[src/rtl/regfile_sb.sv]
// regfile_sb: NREGS x DATA_W register file with NRD combinational read ports,
// one posedge write port with write-to-read bypass, and a per-register
// pending-write scoreboard that reports outstanding writes per read operand.
module regfile_sb #(
    parameter int DATA_W = 32,
    parameter int NREGS  = 15,
    parameter int ADDR_W = 4,
    parameter int NRD    = 2,
    parameter int PEND_W = 2
) (
    input  logic                  clk,
    input  logic                  rst,
    input  logic [NRD*ADDR_W-1:0] rd_addr,
    output logic [NRD*DATA_W-1:0] rd_data,
    output logic [NRD-1:0]        rd_busy,
    input  logic                  issue_en,
    input  logic [ADDR_W-1:0]     issue_dest,
    output logic                  issue_ready,
    input  logic                  wb_en,
    input  logic [ADDR_W-1:0]     wb_dest,
    input  logic [DATA_W-1:0]     wb_data,
    input  logic                  flush,
    output logic                  sb_err
);

    // One extra bit so NREGS == 2^ADDR_W still compares correctly.
    localparam logic [ADDR_W:0] LP_NREGS = (ADDR_W + 1)'(NREGS);

    logic [DATA_W-1:0] r_regs [NREGS];
    logic [PEND_W-1:0] r_pend [NREGS];
    logic              r_sb_err;

    logic              w_wb_valid;
    logic              w_iss_valid;
    logic [PEND_W-1:0] w_wb_pend;
    logic [PEND_W-1:0] w_iss_pend;

    assign w_wb_valid  = {1'b0, wb_dest} < LP_NREGS;
    assign w_iss_valid = {1'b0, issue_dest} < LP_NREGS;

    // Pending counts of the writeback and issue targets (zero when out of range).
    always_comb begin
        w_wb_pend  = '0;
        w_iss_pend = '0;
        if (w_wb_valid) begin
            w_wb_pend = r_pend[wb_dest];
        end
        if (w_iss_valid) begin
            w_iss_pend = r_pend[issue_dest];
        end
    end

    assign issue_ready = !w_iss_valid || (w_iss_pend != '1);
    assign sb_err      = r_sb_err;

    for (genvar k = 0; k < NRD; k++) begin : g_rd
        logic [ADDR_W-1:0] w_a;
        logic              w_valid;
        logic              w_hit;
        logic              w_dec;
        logic [DATA_W-1:0] w_reg;
        logic [PEND_W-1:0] w_pend;

        assign w_a     = rd_addr[k*ADDR_W +: ADDR_W];
        assign w_valid = {1'b0, w_a} < LP_NREGS;

        // Fetch stored value and pending count for this port's address.
        always_comb begin
            w_reg  = '0;
            w_pend = '0;
            if (w_valid) begin
                w_reg  = r_regs[w_a];
                w_pend = r_pend[w_a];
            end
        end

        assign w_hit = w_valid && wb_en && (wb_dest == w_a);
        assign w_dec = w_hit && (w_pend != '0);

        assign rd_data[k*DATA_W +: DATA_W] = !w_valid ? '0 : (w_hit ? wb_data : w_reg);
        // A writeback landing this cycle already covers one outstanding write.
        assign rd_busy[k] = w_valid && ((w_pend - PEND_W'(w_dec)) != '0);
    end

    // Register storage, scoreboard counters and sticky error flag.
    always_ff @(posedge clk) begin
        if (rst) begin
            for (int unsigned i = 0; i < NREGS; i++) begin
                r_regs[i] <= DATA_W'(i);
                r_pend[i] <= '0;
            end
            r_sb_err <= 1'b0;
        end else begin
            if (wb_en && w_wb_valid) begin
                r_regs[wb_dest] <= wb_data;
                if ((w_wb_pend == '0) && !flush) begin
                    r_sb_err <= 1'b1;
                end
            end
            for (int unsigned r = 0; r < NREGS; r++) begin
                if (flush) begin
                    r_pend[r] <= '0;
                end else begin
                    logic inc;
                    logic dec;
                    inc = issue_en && issue_ready && w_iss_valid && (issue_dest == ADDR_W'(r));
                    dec = wb_en && (wb_dest == ADDR_W'(r)) && (r_pend[r] != '0);
                    if (inc && !dec) begin
                        r_pend[r] <= r_pend[r] + 1'b1;
                    end else if (dec && !inc) begin
                        r_pend[r] <= r_pend[r] - 1'b1;
                    end
                end
            end
        end
    end

endmodule

[config.mk]
export PLATFORM = sky130hd
export DESIGN_NAME = regfile_sb
export DESIGN_NICKNAME = d
export VERILOG_FILES = /design/src/rtl/regfile_sb.sv
export SDC_FILE = /design/constraint.sdc
export NUM_CORES = 1
export LEC_CHECK = 0
export ABC_AREA = 0
export CAP_MARGIN = 10
export CORE_MARGIN = 5
export CORE_UTILIZATION = 29
export CTS_CLUSTER_DIAMETER = 150
export DETAILED_ROUTE_END_ITERATION = 6
export DONT_BUFFER_PORTS = 1
export SLEW_MARGIN = 20
export SYNTH_ARGS = -nofsm -noshare
export SYNTH_HDL_FRONTEND = slang
export SYNTH_SLANG_ARGS = --single-unit
[constraint.sdc]
create_clock -name clk -period 3.8 [get_ports clk]
set_input_delay 0.76 -clock clk [delete_from_list [all_inputs] [get_ports clk]]
set_output_delay 0.76 -clock clk [all_outputs]
set_load 0.01 [all_outputs]
==> flow_metrics.tcl <==
set metrics [dict create \
    outcome "complete, no violations" \
    layout_commonest_cell "edfxtp_1" \
    ir_worst_vdd_mv 0.3862 \
    synth_top_family_by_area "multiplexers" \
    powerDensity_nw_per_um2 413.0 \
    path_clk_slew_ps 60 \
    path_common_cell "buf_4" \
    grt_pass1_wl_um 138800 \
    diodes 0 \
    grt_pass1_vias 19900 \
    port_buffers 0 \
    drt_wl_total_um 96160 \
    rsz0062_at_grt "false" \
    period_share_pct 99.14 \
    yosys_warnings 0 \
    netlist_area_um2 30630 \
    synthMuxAreaShare_pct 25.25 \
    cts_buffer_depth 3 \
    slew_headroom_pct 46.10 \
    slew_violations 0 \
    cts_sinks 543 \
    htree_levels 2 \
    worstPathRequired_ps 3040 \
    num_vias 18900 \
    tightest_slew_ps 808.5 \
    synth_edf_count 542 \
    routedWlPerCell_um 27.29 \
    seq_power_share_pct 50.0 \
    ant_nets 0 \
    postCtsSetupRepairBufs 0 \
    fp.coreArea_um2 105100 \
    drt_iter0_drc 1884 \
    dieArea_um2 112200 \
    layout.cells.most_common_list "542 x edfxtp_1, 454 x and2_1, 334 x mux4_2" \
    leakagePower_nw 11.50 \
    clock_latency_ps 620 \
    hp-class "in2reg" \
    internal_power_mw 10.88 \
    whs_ps 209.7 \
    multi_input_area_um2 13400 \
    synth_compound_area_share_pct 2.806 \
    layout.nets 2158 \
    p_switching_mw 3.361 \
    critical_path_class "in2out" \
    fin_util_pct 32.80 \
    placed_area_um2 32720 \
    ys.flop_type "edfxtp_1" \
    fin_area_um2 34480 \
    die_x_um 335.0 \
    die_h_um 335.0 \
    synth_cell_types 60 \
    dp_hpwl_um 54470 \
    combPwrFrac_pct 12.1 \
    critical_path.max_fanout 140 \
    route.detailed.drc 0 \
    hold_viol 0 \
    fin_tns_setup_ps 0 \
    syn_inst 2091 \
    max_freq_ghz 0.2654 \
    synth-simple-area-share_pct 13.97 \
    grt_use_total_pct 16.79 \
    fin_skew_ps 6.768 \
    clock_power_share_pct 37.9 \
    io-pin-count 121 \
    rows 119 \
    syn2layout_area_growth_pct 12.57 \
    cts.root.buffer_cell "clkbuf_16" \
    postCtsHoldBufs 0 \
    post-route-min-period_ps 3767 \
    async_reset_ff_share_pct 0 \
    via_per_inst 5.363 \
    antenna_found_initial 2 \
    yosysSeqAreaShare_pct 53.20 \
    drt_first_pass_iters 5 \
    crit_chain "or2_2 -> a21oi_4 -> a41o_2 -> buf_4 -> o21ai_0 -> buf_4" \
    nFillCells 10258 \
    ff_latch_area_um2 16300 \
    synthXorXnorAreaFrac_pct 0.3431 \
    drv_cap 0 \
    crit_path_max_incr_delay_ps 570 \
    switching_share_pct 23.60 \
    arrival_ps 3010 \
    start_util_pct 29.14 \
    postSynthAreaPerCell_um2 14.65 \
    setup_violations 0 \
    crit_slowest_cell "or2_2" \
    cts_tree "yes" \
    synth-seq-cells 543 \
    cts_made_buffers 56 \
    crit_path_end_kind "primary output" \
    grt_max_degree 143 \
    gp_congestion 0.7926 \
    cts_resized 0 \
    grt_overflow 0 \
    synth-adder-area-share_pct 0.6127 \
    drive_gt1_share_pct 26.39 \
    startpoint_type "primary input" \
]
## kinds of logic after synthesis
kind of cell,after synthesis
simple gates,733
fa+ha+maj,15
mux,355
xor+xnor,12
flops,543
buf+inv,296
compound gates,136
other cells,1
## layer usage
metal | up-vias | part of all wire [%] | global-route usage [%] | wire (µm)
li1 | 7960 | - | - | -
met1 | 9872 | 38 | 21.33 | 36650
met2 | 893 | 50 | 29.17 | 48320
met3 | 175 | 8.2 | 3.057 | 7847
met4 | 0 | 3.5 | 5.393 | 3337
met5 | - | 0 | 0 | 0
## synth_stat cells (7+ instances only)
master    number  area share [%]
edfxtp_1     542              53
and2_1       454             9.3
mux4_2       334              25
clkbuf_1     146             1.8
inv_1         97             1.2
nand2_1       87             1.1
o21ai_0       74             1.2
buf_2         36            0.59
nor3_1        31            0.51
or3_1         29            0.59
nand3_1       24            0.39
nor2_1        23            0.28
nand2b_1      22            0.45
or2_2         21            0.43
mux2i_1       19            0.62
buf_1         15            0.18
ha_1          15            0.61
a21oi_1       13            0.21
nand4_1       10            0.20
a211oi_1       8            0.20
nand3b_1       7            0.17
## cell type report
type                            instances  share of cell area [%]
Clock inverter                         28                  0.8419
Sequential cell                       543                   47.26
Tap cell                             1391                   5.048
Timing Repair Buffer                  108                   2.678
Clock buffer                           73                   4.249
Multi-Input combinational cell       1283                   38.85
Inverter                               98                   1.067
## worst paths after layout
kind	slack [ps]	endpoint	from	cells past startpoint
setup reg to reg	1370	r_pend[13][1]$_SDFFCE_PP0P_	r_pend[6][0]$_SDFFCE_PN0P_	4
hold / removal	210	r_regs[15][29]$_DFFE_PP_	wb_data[29]	0
hold reg to reg	660	r_pend[11][0]$_SDFFCE_PP0P_	r_pend[11][0]$_SDFFCE_PP0P_	1
setup / recovery	30	rd_data[3]	rd_addr[0]	6
## power by group through the flow
stage	Combinational [mW]	Sequential [mW]	Clock (mW)
floorplan	1.31	7.17	0
global placement	1.73	7.20	0
detailed placement	1.74	7.25	0
CTS	1.75	7.12	5.48
global route	1.83	7.16	5.71
finish	1.73	7.12	5.39
## sequential cells by signal, summed over array words and instances, names as in the netlist
signal	count
r_pend	30
r_regs	512
sb_err	1
## through the flow
stage,power [mW],setup WS [ps],std cells
finish,14.24,32.52,3524
global route,14.71,354.1,3524
CTS,14.36,460.3,3524
detailed placement,8.992,481.5,3423
global placement,8.934,488.0,3423
floorplan,8.483,376.1,2122
## critical path: cells and delay by family
kind | cells | cell delay [ps]
buffers and inverters | 2 | 460
AND/OR/NAND/NOR | 1 | 570
AO/OA/AOI/OAI | 3 | 830
Note: power is estimated with default switching activity, not from simulation.
